## src/rtl/nbyn_pe_tx.sv

```systemverilog
// PE-side transmitter for the nbyn switch injection port: stamps local requests
// with a sequence number, queues them and presents them with valid/ready.
`ifndef X_SIZE
`define X_SIZE 2
`endif
`ifndef Y_SIZE
`define Y_SIZE 2
`endif
`ifndef DATA_WIDTH
`define DATA_WIDTH 32
`endif
`ifndef TOTAL_WIDTH
`define TOTAL_WIDTH (`DATA_WIDTH + `X_SIZE + `Y_SIZE)
`endif

module nbyn_pe_tx #(
   parameter logic [`X_SIZE-1:0] x_coord    = '0,
   parameter logic [`Y_SIZE-1:0] y_coord    = '0,
   parameter int                 FIFO_DEPTH = 4,
   parameter int                 SEQ_WIDTH  = 8
) (
   input  logic                              clk,
   input  logic                              rst,
   input  logic                              req_valid,
   output logic                              req_ready,
   input  logic [`X_SIZE-1:0]                req_dest_x,
   input  logic [`Y_SIZE-1:0]                req_dest_y,
   input  logic [`DATA_WIDTH-SEQ_WIDTH-1:0]  req_payload,
   input  logic                              i_ready,
   output logic                              o_valid,
   output logic [`TOTAL_WIDTH-1:0]           o_data,
   output logic [15:0]                       sent_count,
   output logic [15:0]                       drop_count
);

   localparam int AW = $clog2(FIFO_DEPTH);

   logic [`TOTAL_WIDTH-1:0] mem_reg [FIFO_DEPTH];
   logic [AW:0]             wr_ptr_reg;
   logic [AW:0]             rd_ptr_reg;
   logic [SEQ_WIDTH-1:0]    seq_reg;
   logic [15:0]             sent_count_reg;
   logic [15:0]             drop_count_reg;

   logic full;
   logic empty;
   logic accept;
   logic self_addr;
   logic push;
   logic pop;

   // Extra wrap bit distinguishes full from empty when the index bits match.
   assign full  = (wr_ptr_reg[AW] != rd_ptr_reg[AW]) &&
                  (wr_ptr_reg[AW-1:0] == rd_ptr_reg[AW-1:0]);
   assign empty = (wr_ptr_reg == rd_ptr_reg);

   // Held low while rst is asserted so nothing is accepted in the reset cycle.
   assign req_ready = !full && !rst;
   assign accept    = req_valid && req_ready;
   assign self_addr = (req_dest_x == x_coord) && (req_dest_y == y_coord);
   assign push      = accept && !self_addr;
   assign pop       = o_valid && i_ready;

   assign o_valid    = !empty;
   assign o_data     = empty ? '0 : mem_reg[rd_ptr_reg[AW-1:0]];
   assign sent_count = sent_count_reg;
   assign drop_count = drop_count_reg;

   always_ff @(posedge clk) begin
      if (push) begin
         mem_reg[wr_ptr_reg[AW-1:0]] <= {req_payload, seq_reg, req_dest_y, req_dest_x};
      end
   end

   always_ff @(posedge clk) begin
      if (rst) begin
         wr_ptr_reg     <= '0;
         rd_ptr_reg     <= '0;
         seq_reg        <= '0;
         sent_count_reg <= '0;
         drop_count_reg <= '0;
      end else begin
         if (push) begin
            wr_ptr_reg <= wr_ptr_reg + 1'b1;
            seq_reg    <= seq_reg + 1'b1;
         end
         if (accept && self_addr && (drop_count_reg != 16'hFFFF)) begin
            drop_count_reg <= drop_count_reg + 16'd1;
         end
         if (pop) begin
            rd_ptr_reg <= rd_ptr_reg + 1'b1;
            if (sent_count_reg != 16'hFFFF) begin
               sent_count_reg <= sent_count_reg + 16'd1;
            end
         end
      end
   end

endmodule
```

## config.mk

```make
export PLATFORM = sky130hd
export DESIGN_NAME = nbyn_pe_tx
export DESIGN_NICKNAME = d
export VERILOG_FILES = /design/src/rtl/nbyn_pe_tx.sv
export SDC_FILE = /design/constraint.sdc
export NUM_CORES = 1
export LEC_CHECK = 0
export CAP_MARGIN = 0
export CORE_MARGIN = 8
export CORE_UTILIZATION = 59
export CTS_CLUSTER_DIAMETER = 60
export DETAILED_ROUTE_END_ITERATION = 6
export GPL_TIMING_DRIVEN = 0
export PLACE_DENSITY = 0.87
export SYNTH_ARGS = -nofsm -noshare
export SYNTH_HDL_FRONTEND = slang
export SYNTH_SLANG_ARGS = --single-unit
```

## constraint.sdc

```tcl
create_clock -name clk -period 5 [get_ports clk]
set_input_delay 0.5 -clock clk [delete_from_list [all_inputs] [get_ports clk]]
set_output_delay 0.5 -clock clk [all_outputs]
set_load 0.005 [all_outputs]
```

==> summary.md <==
| Metric | Value |
|---|---|
| Vias/cell | roughly 6.2 |
| Fill cell count | 809 |
| Post-synth top flop | edfxtp_1 |
| Max reg flops | 144 |
| Crit path largest cell delay | 0.57 ns |
| Initial Util | 0.604 |
| CP Cell Sequence | clkdlybuf4s50_1, clkbuf_1, clkbuf_1, clkbuf_1, nor2_1, clkdlybuf4s50_1 |
| Worst path most repeated cell | clkbuf_1 |
| Sw power | 908 uW |
| Switching share of power | 0.235 |
| First-pass GRT wire length | 29400 um |
| Hold_ws | a little over 0.5 ns |
| Synth top cells by count | 144 x edfxtp_1, 48 x dfxtp_1, 36 x and2_1, 36 x mux4_2, 22 x a21oi_1 |
| Count leader, synth | edfxtp_1 |
| Final nets | around 690 |
| Chip height | 132 um |
| Tot GR Track Use | 0.214 |
| Tot Pwr | between 3000 and 4000 uW |
| Power per Cell Area | 389 nW/um^2 |
| Element type at the critical path end | output pin |
| Grt total ovfl | 0 |
| Hold crit path type | flip-flop to flip-flop |
| Largest net degree at the start of global routing | 35 |
| CTS max path bufs | 2 |
| WS Path Type | input pin to output pin |
| DR vias | 5195 |
| Internal Pwr Total | between 2000 and 3000 uW |
| Fin Setup TNS | 0 ns |
| Post-cts resize count | 0 |
| Root buffer cell | clkbuf_16 |
| Buffers and inverters on the worst path | 5 |
| Critical path's top delay family | buffers and inverters |
| Slew @ Worst Pin | 1.05 ns |
| Hold EP | drop_count[7]$_SDFFE_PP0P_ |
| Synth warnings | 0 |
| RSZ-0062 raised after global routing | no |
| Critical-path top delay cell | clkdlybuf4s50_1 |
| Number of global-route vias before repair | 5313 |
| Clock network power share | 0.351 |
| Tcrit/Tclk final | 0.731 |
| CTS Buf Count | 17 |
| Worst Skew | 0.00533 ns |
| Routed WL per cell | 21.9 um |
| Hold Path Origin | drop_count[7]$_SDFFE_PP0P_ |
| Net Count, Synth | 562 |
| Max-Slew Margin vs Limit | 0.292 |
| Min Tclk post-route | about 3.7 ns |
| Maxcap violations | 0 |
| Avg Cell Area, Syn | around 15 sq um |
| Top cell type's share of synthesized area | 0.540 |
| CTS Hold Bufs | 0 |
| Yosys reg bits | 192 |
| Reg2Reg Depth | 7 |
| Clk pin slew, worst setup/hold paths | 0.07 ns |
| Ant diodes | 0 |
| Core Footprint | between 10000 and 15000 sq um |
| Seq/Total Area, Yosys | 0.660 |
| Synth cell types | 46 |
| Initial antenna violation count | 0 |
| DRT antenna net count | 0 |
| Worst-path fanout max | 10 |
| Pre-antenna DRT Iters | 5 |
| Slew Viols, Final | 0 |
| Die Area | 17600 sq um |
| Fin. Hold Viols | 0 |
| Port-buffer cells | 101 |
| Die X-Extent | approximately 130 um |
| CTS tree | built |
| Row count | 42 |
| Clock Sinks | 192 |
| CP arrival | between 3 and 4 ns |
| Cells after synthesis | around 520 |
| RR Startpoint | drop_count[4]$_SDFFE_PP0P_ |
| CP Launch Type | input pin |
| Reg2reg setup slack | around 2.8 ns |
| Synth top area cells | edfxtp_1 54%, dfxtp_1 12%, mux4_2 10% |
| Mapped Area | roughly 8000 sq um |
| H-Tree Depth | 4 |
| Yosys top cell by area | edfxtp_1 |
| Worst EP required | 4.50 ns |
| Outcome | finished clean |
| DP Wirelength | 11900 um |
| Detailed Route Iter0 Violations | 442 |
| FFs w/ async S/R, synth | 0 |
| End of the worst register-to-register path | drop_count[13]$_SDFFE_PP0P_ |
| # Post-CTS Setup Buffers | 0 |
| Seq pwr share | 0.462 |
| Gate power share | 0.187 |
| Worst-Skew Late Latency | 0.43 ns |
| Routed wire length | 18300 um |
| Routability cong. | 0.868 |
| Layout area overhead | 23.9% |
| Max Clock Freq | 274 MHz |
| Share of cells above drive strength 1 | 0.158 |
| Hold path depth | 2 |
| Leak Pwr | 0.00319 uW |
| Io pins | 102 |
| Number of enable flip-flop cells after synthesis | 144 |
| Max IR drop VDD | 0.254 mV |
| Setup violators final | 0 |
| # DRC | 0 |
[area by class of cell]
class	count	area, sq um	share of cell area
buffer	28	129	0.0130
clock buffer	19	433	0.0437
sequential	192	5290	0.533
timing repair buffer	105	1090	0.110
clock inverter	13	161	0.0163
tap	176	220	0.0222
multi-input combinational	292	2560	0.258
inverter	10	37.5	0.00379
[worst register-to-register path: cells and delay by family, from the launching register on]
family	cells	cell delay (ns)
AO/OA/AOI/OAI	2	0.26
buffers and inverters	3	0.71
flip-flops	1	0.43
AND/OR/NAND/NOR	2	0.75
[metrics by stage]
| step | area (sq um) | instances | worst slack (ns) | util |
|---|---|---|---|---|
| 2_1_floorplan | 8010 | 522 | 2.59 | - |
| 3_3_place_gp | 9240 | 799 | 1.37 | 0.697 |
| 3_5_place_dp | 9320 | 803 | 1.39 | 0.704 |
| 4_1_cts | 9920 | 835 | 1.38 | 0.749 |
| 5_1_grt | 9920 | 835 | 1.22 | 0.749 |
| 6_report | 9920 | 835 | 1.35 | 0.749 |
[kinds of logic (layout without fill, tap and decap cells)]
group	count (synthesis)	after routing	synth area share
XOR/XNOR	6	6	0.00844
flip-flops	192	192	0.660
multiplexers	46	46	0.115
AND/OR/NAND/NOR	162	162	0.120
adder cells (fa/ha/maj)	8	8	0.0125
AO/OA/AOI/OAI	70	70	0.0635
buffers and inverters	38	175	0.0208
[cells in the final DEF, fill, tap and decap left out, types with 16 or more instances in the layout]
cell type / synthesis / layout
edfxtp_1: 144 / 144
clkdlybuf4s50_1: 0 / 101
dfxtp_1: 48 / 48
mux4_2: 36 / 36
and2_1: 36 / 36
a21oi_1: 22 / 22
or4_1: 20 / 20
o31ai_1: 19 / 19
nand3_1: 18 / 18
clkbuf_1: 15 / 17
clkbuf_16: 0 / 17
nor2_1: 16 / 16
[worst max path at each step]
stage                                           from                  endpoint  slack [ns]  cells past startpoint
final                                            rst                 req_ready        1.35                      6
after floorplan           wr_ptr_reg[1]$_SDFFE_PP0P_   mem_reg[3][0]$_DFFE_PP_        2.59                      3
after detailed placement                         rst                 req_ready        1.39                      6
after global routing                             rst                 req_ready        1.22                      6
after CTS                                        rst                 req_ready        1.38                      6
after global placement                 req_dest_x[0]  mem_reg[3][10]$_DFFE_PP_        1.37                      4
[layer usage]
| layer | part of all wire | GRT usage |
|---|---|---|
| met5 | 0 | 0 |
| met4 | 0.024 | 0.0934 |
| met1 | 0.39 | 0.262 |
| met3 | 0.073 | 0.0549 |
| met2 | 0.51 | 0.354 |
[power groups by stage]
stage	combinational (uW)	clock (uW)	sequential, uW
after floorplan	368	0	1810
after global placement	701	0	1810
after detailed placement	726	0	1820
after CTS	735	1370	1780
after global routing	782	1430	1790
final	721	1350	1780
No activity file was read; power rests on OpenSTA's default activity.
